$ cat src/rtl/pc_fetch_ctrl.sv
// ---------------------------------------------------------------------------
// pc_fetch_ctrl
//
// Program-counter register and fetch-control stage for the IF stage. Sits
// directly after the PC-select mux. It registers the selected next PC on
// execution cycles, gates updates with the hazard stall, and runs a small
// debug FSM:
//   IDLE   - waiting for the debug unit to start execution
//   RUN    - continuous execution
//   STEP   - one execution cycle per rising edge of i_step
//   HALTED - HALT decoded; frozen until restart or reset
// It also keeps a saturating count of execution cycles.
//
// Ports:
//   i_clk          system clock, rising edge
//   i_reset_n      asynchronous active-low reset
//   i_next_pc      next PC from the PC-select mux
//   i_stall        hazard stall, holds the PC for this cycle
//   i_halt         HALT decoded at the current PC
//   i_start        leave IDLE (mode sampled with it)
//   i_mode         0 = continuous run, 1 = single step
//   i_step         step request level; one step per 0->1 edge
//   i_restart      return to IDLE with PC and counter cleared
//   o_pc           current PC (registered)
//   o_pc_plus4     o_pc + 4, combinational, wraps
//   o_pc_en        PC loads i_next_pc at the next edge (combinational)
//   o_running      registered, 1 in RUN or STEP
//   o_halted       registered, 1 in HALTED
//   o_cycle_count  executed cycles since start, saturating
// ---------------------------------------------------------------------------
module pc_fetch_ctrl #(
    parameter int unsigned        PC_SIZE  = 32,
    parameter logic [PC_SIZE-1:0] RESET_PC = '0,
    parameter int unsigned        CNT_SIZE = 32
) (
    input  logic                i_clk,
    input  logic                i_reset_n,
    input  logic [PC_SIZE-1:0]  i_next_pc,
    input  logic                i_stall,
    input  logic                i_halt,
    input  logic                i_start,
    input  logic                i_mode,
    input  logic                i_step,
    input  logic                i_restart,
    output logic [PC_SIZE-1:0]  o_pc,
    output logic [PC_SIZE-1:0]  o_pc_plus4,
    output logic                o_pc_en,
    output logic                o_running,
    output logic                o_halted,
    output logic [CNT_SIZE-1:0] o_cycle_count
);

    typedef enum logic [1:0] {
        StIdle   = 2'd0,
        StRun    = 2'd1,
        StStep   = 2'd2,
        StHalted = 2'd3
    } state_e;

    state_e              r_state;
    state_e              w_state_next;
    logic                r_step_q;
    logic                w_step_edge;
    logic                w_exec;
    logic                w_pc_en;
    logic [PC_SIZE-1:0]  r_pc;
    logic [PC_SIZE-1:0]  w_pc_next;
    logic [CNT_SIZE-1:0] r_cycle_count;
    logic [CNT_SIZE-1:0] w_cycle_count_next;
    logic                r_running;
    logic                r_halted;

    // ------------------------------------------------------------------
    // Execution-cycle qualification
    // ------------------------------------------------------------------
    assign w_step_edge = i_step & ~r_step_q;
    assign w_exec      = (r_state == StRun) || ((r_state == StStep) && w_step_edge);

    // Halt and restart both block the PC load; halt wins over stall by
    // virtue of simply also blocking it.
    assign w_pc_en = w_exec & ~i_stall & ~i_halt & ~i_restart;

    // ------------------------------------------------------------------
    // Next-state, next-PC and counter logic
    // ------------------------------------------------------------------
    always_comb begin
        w_state_next       = r_state;
        w_pc_next          = r_pc;
        w_cycle_count_next = r_cycle_count;

        if (i_restart) begin
            w_state_next       = StIdle;
            w_pc_next          = RESET_PC;
            w_cycle_count_next = '0;
        end else begin
            unique case (r_state)
                StIdle: begin
                    if (i_start) begin
                        w_state_next = i_mode ? StStep : StRun;
                    end
                end
                StRun, StStep: begin
                    if (w_exec && i_halt) begin
                        w_state_next = StHalted;
                    end
                end
                StHalted: begin
                    w_state_next = StHalted;
                end
                default: begin
                    w_state_next = StIdle;
                end
            endcase

            if (w_pc_en) begin
                w_pc_next = i_next_pc;
            end

            // Stalled and halting exec cycles are counted too.
            if (w_exec && !(&r_cycle_count)) begin
                w_cycle_count_next = r_cycle_count + CNT_SIZE'(1);
            end
        end
    end

    // ------------------------------------------------------------------
    // State registers
    // ------------------------------------------------------------------
    always_ff @(posedge i_clk or negedge i_reset_n) begin
        if (!i_reset_n) begin
            r_state       <= StIdle;
            r_step_q      <= 1'b0;
            r_pc          <= RESET_PC;
            r_cycle_count <= '0;
            r_running     <= 1'b0;
            r_halted      <= 1'b0;
        end else begin
            r_state       <= w_state_next;
            // Step history tracks i_step in every state so that a level
            // held across entry into STEP does not count as an edge.
            r_step_q      <= i_step;
            r_pc          <= w_pc_next;
            r_cycle_count <= w_cycle_count_next;
            r_running     <= (w_state_next == StRun) || (w_state_next == StStep);
            r_halted      <= (w_state_next == StHalted);
        end
    end

    // ------------------------------------------------------------------
    // Outputs
    // ------------------------------------------------------------------
    assign o_pc          = r_pc;
    assign o_pc_plus4    = r_pc + PC_SIZE'(4);
    assign o_pc_en       = w_pc_en;
    assign o_running     = r_running;
    assign o_halted      = r_halted;
    assign o_cycle_count = r_cycle_count;

endmodule

$ cat config.mk
export PLATFORM = sky130hd
export DESIGN_NAME = pc_fetch_ctrl
export DESIGN_NICKNAME = d
export VERILOG_FILES = /design/src/rtl/pc_fetch_ctrl.sv
export SDC_FILE = /design/constraint.sdc
export NUM_CORES = 1
export LEC_CHECK = 0
export CELL_PAD_IN_SITES_DETAIL_PLACEMENT = 1
export CELL_PAD_IN_SITES_GLOBAL_PLACEMENT = 2
export CORE_UTILIZATION = 26
export CTS_CLUSTER_DIAMETER = 200
export DETAILED_ROUTE_END_ITERATION = 10
export HOLD_SLACK_MARGIN = 0.03
export PLACE_DENSITY_LB_ADDON = 0.3
export SKIP_CTS_REPAIR_TIMING = 1
export SLEW_MARGIN = 20
export SYNTH_ARGS = -nofsm -noshare
export SYNTH_HDL_FRONTEND = slang
export SYNTH_SLANG_ARGS = --single-unit
$ cat constraint.sdc
create_clock -name i_clk -period 2.9 [get_ports i_clk]
set_clock_uncertainty 0.05 [all_clocks]
set_input_delay 0.58 -clock i_clk [delete_from_list [all_inputs] [get_ports i_clk]]
set_output_delay 0.58 -clock i_clk [all_outputs]
set_load 0.05 [all_outputs]
==> run metrics, run 1 <==
status complete, no violations; Worst Path Required 2.27 ns; Routed Antenna Nets 0; GPL Wtd Cong 0.771; switching share of power 36.9%; diode count 0; GRT busiest layer met2; P_int 1990 uW; sequential fraction of the synthesis area 43.3%; IO Port Bufs 138; Die H 126 um; post-synth net total 491; Pleak 0.00240 uW; Vias 3894; Net Sw Power 1170 uW; Post-synth EDFFs 0; setup_tns 0 ns; final period utilization 95.5%; first-pass GRT wire length 21700 um; fill count 1681; DRC errors left 0; post-synth top area share 43.3%; Distinct cells, synth 45; CTS tree yes; Max Fanout on Critical Path 7; Post-DP Area 0.00585 mm2; Root Driver clkbuf_16; Worst Hold Class primary input to async pin; Period minus WS final 2.77 ns; Post-synth ARST share 100%; # Max-Cap Violations 0; Cell Chain, Critical Path nand3_1 -> nor4_2 -> buf_4 -> nand2_1 -> nor4_2 -> xor2_2 -> buf_12; Top FF cell, synth dfrtp_1; final setup vio count 0; cell area after layout 0.00618 mm2; Critical Path Source Type register; element type at the critical path end output pin; final hold slack 0.331 ns; largest net degree at the start of global routing 70; number of global-route vias before repair 4068; DIE WIDTH 126 um; Slew Limit Fails 0; Detail Placement HPWL 9480 um; Peak Freq 361 MHz; CP peak stage delay 0.43 ns; CP delay by family, top simple AND/OR/NAND/NOR gates; WP data arrival 2.14 ns; RSZ-0062 raised after global routing true; Core Region 0.0148 mm2; initial antenna violation count 0; cell taking the most area after synthesis dfrtp_1; Synth top cells by count nand2_1 (89), dfrtp_1 (69), a21oi_1 (48); Initial Util 27.1%; wire per inst 17.1 um; total length of routed wires 13300 um; count leader, synth nand2_1; P&R area growth vs syn 54.9%; relative slew slack 36.5%; insertion delay to the later sink of the worst-skew pair 0.33 ns; final hold viol count 0; met1 GRT Util 22.0%; worst slew pin tran 0.953 ns; Layout Nets 640; H-tree depth 3; row count 44; Bufs on Longest Clock Path 2; Worst Path Buf+Inv 2; met3 Use GR 3.02%; Seq pwr share 35.1%; most frequent CP cell nor4_2; die area 0.0159 mm2; Synth area leaders dfrtp_1 (43%), nand2_1 (8.4%), a21oi_1 (6.0%); drt pass-1 iters 4; WS Path Type register to output pin; Syn Area/Cell 8.99 um2; Mapped Area 0.00399 mm2; VDD IR max 0.255 mV; Cell Pwr Density 511 mW/mm2; initial drt markers 202; Synth Register Bits 69; DR vias/cell 4.99; Post-Syn Instances 444; I/O pins 139; slowest CP cell dfrtp_2; Clock power frac 30.5%; share of layout cells above drive strength 1 19.5%; clock sinks 69; Num CTS Buffers 9; met2 usage 29.2%; All-Layer GR Usage 17.3%; Gate power share 34.4%; Overflow after GRT 0; yosys warns 0; Clock transition at path regs 0.06 ns
-- cell usage in the layout (no fill, tap or decap), types with 15 or more instances in the layout --
cell and instances:
dfrtp_2 15, buf_4 31, nor2_1 23, nand3_1 22, dfrtp_1 54, nand2_1 89
buf_12 19, a21oi_1 48, xnor2_1 16, clkdlybuf4s50_1 111
-- layout make-up --
class | count | area [um2] | area share [%]
clock inverters | 3 | 15.0 | 0.243
inverters | 10 | 37.5 | 0.607
repair buffers | 162 | 1730 | 28.0
clock buffers | 11 | 233 | 3.76
flip-flops and latches | 69 | 1750 | 28.2
well taps | 184 | 230 | 3.72
multi-input cells | 341 | 2190 | 35.5
-- registers in the layout, summed over array words and instances, names as in the netlist --
signal         cells
o_halted           1
r_step_q           1
r_state            2
o_cycle_count     32
o_pc              32
o_running          1
-- power groups by stage --
stage | Clock (uW) | Combinational [uW] | Sequential, uW
CTS | 996 | 1090 | 1110
detailed placement | 0 | 1080 | 1130
global placement | 0 | 1070 | 1130
floorplan | 0 | 494 | 1310
finish | 963 | 1090 | 1110
global route | 1040 | 1160 | 1120
-- cell families after synthesis --
| family | after synthesis | synth area share (%) |
|---|---|---|
| and+or+nand+nor | 213 | 28.0 |
| AOI/OAI and AO/OA | 80 | 12.0 |
| DFF | 69 | 43.3 |
| buffers and inverters | 34 | 4.39 |
| xor gates and xnor gates | 32 | 7.02 |
| muxes | 9 | 3.17 |
| adders and majority gates | 7 | 2.19 |
-- layer usage --
layer | wire [um] | vias up
met3 | 527 | 19
met4 | 246 | 0
met2 | 6460 | 99
met1 | 6060 | 1927
met5 | 0 | -
li1 | - | 1849
-- final timing paths --
kind	end	from	depth (start not counted)	slack, ns
min reg2reg	o_pc[30]	o_pc[30]	2	0.51
min	o_cycle_count[18]	i_reset_n	1	0.33
max in group asynchronous	o_pc[11]	i_reset_n	1	1.76
max	o_pc_plus4[28]	o_pc[16]	7	0.13
min in group i_clk	o_pc[30]	o_pc[30]	2	0.51
max reg2reg	o_cycle_count[2]	o_cycle_count[10]	6	0.30
-- per-stage QoR --
| stage | power [uW] | utilization (%) | std cells | worst slack, ns |
|---|---|---|---|---|
| floorplan | 1800 | - | 444 | -0.0654 |
| global placement | 2190 | 39.7 | 759 | 0.143 |
| detailed placement | 2210 | 39.7 | 759 | 0.0983 |
| CTS | 3200 | 41.4 | 773 | -0.0692 |
| global route | 3320 | 41.9 | 780 | -0.0427 |
| finish | 3160 | 41.9 | 780 | 0.131 |
Note: power is estimated with default switching activity, not from simulation.
==> run 2: changes to the inputs <==
--- a/constraint.sdc
+++ b/constraint.sdc
@@ -3,3 +3,3 @@
 set_input_delay 0.58 -clock i_clk [delete_from_list [all_inputs] [get_ports i_clk]]
 set_output_delay 0.58 -clock i_clk [all_outputs]
-set_load 0.05 [all_outputs]
+set_load 0.1 [all_outputs]
==> run 2 against run 1 <==
Register-to-register slack worse by 0.09 ns. Sequential power hardly changed. Combinational power increased by 36%. Hold slack improved by 0.012 ns. Core utilization rose by 4.2 points. Via count up 2.5%. Fmax shrank 1.5%. Critical path depth increased by 1. Wire length grew 2.1%. Total power is 19% higher. Largest cell class unchanged. Highest routed layer unchanged.
==> run metrics, run 2 (synthesis gave the netlist of run 1 again) <==
I/O pins 139; Post-DP Area 0.00630 mm2; number of global-route vias before repair 4125; Die H 126 um; Cell Pwr Density 553 mW/mm2; final period utilization 97.0%; initial antenna violation count 0; CTS tree yes; Detail Placement HPWL 9890 um; diode count 0; Max Fanout on Critical Path 6; element type at the critical path end output pin; CP peak stage delay 0.43 ns; total length of routed wires 13600 um; DIE WIDTH 126 um; WS Path Type register to output pin; fill count 1639; fin worst setup slack 0.0873 ns; relative slew slack 34.3%; Worst Hold Class primary input to async pin; worst r2r src o_cycle_count[3]; GPL Wtd Cong 0.742; Clock transition at path regs 0.06 ns; largest net degree at the start of global routing 70; Period minus WS final 2.81 ns; initial drt markers 211; IO Port Bufs 138; DR vias/cell 4.93; Critical Path Source Type register; All-Layer GR Usage 17.5%; CP delay by family, top simple AND/OR/NAND/NOR gates; worst r2r dst o_cycle_count[0]; final hold viol count 0; Slew Limit Fails 0; Routed Antenna Nets 0; FF-to-FF path depth 6; Overflow after GRT 0; Root Driver clkbuf_16; H-tree depth 3; WP data arrival 2.18 ns; die area 0.0159 mm2; worst slew pin tran 0.985 ns; row count 44; Layout Nets 668; slowest CP cell dfrtp_4; worst slack, placed 0.173 ns; VDD IR max 0.258 mV; Core Region 0.0148 mm2; # Max-Cap Violations 0; Initial Util 27.1%; Worst Path Required 2.27 ns; Cell Chain, Critical Path nand4_1 -> nor4_4 -> buf_4 -> nand4_1 -> buf_4 -> nor3_4 -> xor2_4 -> buf_12; Core Util, Final 46.1%; clock sinks 69; status complete, no violations; DRC errors left 0; final setup vio count 0; Num CTS Buffers 9; most frequent cells in the layout buf_4 (127), nand2_1 (87), a21oi_1 (48); Worst Path Buf+Inv 3; Vias 3992; cell area after layout 0.00680 mm2; most common cell after layout, fill and taps aside buf_4; P&R area growth vs syn 70.3%; first-pass GRT wire length 21700 um; Pleak 0.00292 uW; insertion delay to the later sink of the worst-skew pair 0.34 ns; share of layout cells above drive strength 1 42.0%; wire per inst 16.8 um; R2R Setup Slk 0.21 ns; drt pass-1 iters 4; Peak Freq 356 MHz; Bufs on Longest Clock Path 2; final hold slack 0.343 ns
run 2: where the power goes:
group	leakage (uW)	switching (uW)	internal, uW	total (uW)
combinational	0.00186	1050	427	1480
sequential	0.000902	80.3	1050	1130
clock	0.000158	421	731	1150
run 2: routing by layer:
layer,GRT usage [%],share of wire [%]
met1,22.2,46
met2,29.2,48
met3,4.04,4.6
met4,5.74,1.4
met5,0,0
run 2: stage by stage:
step	std cells	TNS [ns]	power [uW]
finish	810	0	3760
global placement	772	0	2580
floorplan	444	-1.10	2200
CTS	788	-1.05	3780
global route	810	-0.0347	3930
detailed placement	772	0	2610
run 2: worst register-to-register path: stages, from the launching register on:
cell	delay [ns]
dfrtp_1	0.43
nand3_1	0.16
or4_1	0.57
o31ai_4	0.82
buf_4	0.31
xor2_1	0.18
nor2_1	0.06
run 2: cell type report:
class | instances | area (um2) | area share, %
clock inverter | 4 | 45.0 | 0.663
multi-input combinational | 341 | 2570 | 37.9
tap | 184 | 230 | 3.39
clock buffer | 12 | 267 | 3.92
inverter | 10 | 37.5 | 0.552
timing repair buffer | 190 | 1830 | 26.9
sequential | 69 | 1810 | 26.7
run 2: how the worst max path moves through the flow:
stage          startpoint  depth (start not counted)  slack, ns              to
2_1_floorplan    o_pc[14]                          5      -0.24  o_pc_plus4[29]
4_1_cts          o_pc[14]                          7      -0.21  o_pc_plus4[26]
5_1_grt          o_pc[15]                          8      -0.02  o_pc_plus4[29]
3_3_place_gp     o_pc[14]                          7       0.22  o_pc_plus4[26]
3_5_place_dp     o_pc[14]                          7       0.17  o_pc_plus4[26]
6_report         o_pc[15]                          8       0.09  o_pc_plus4[29]
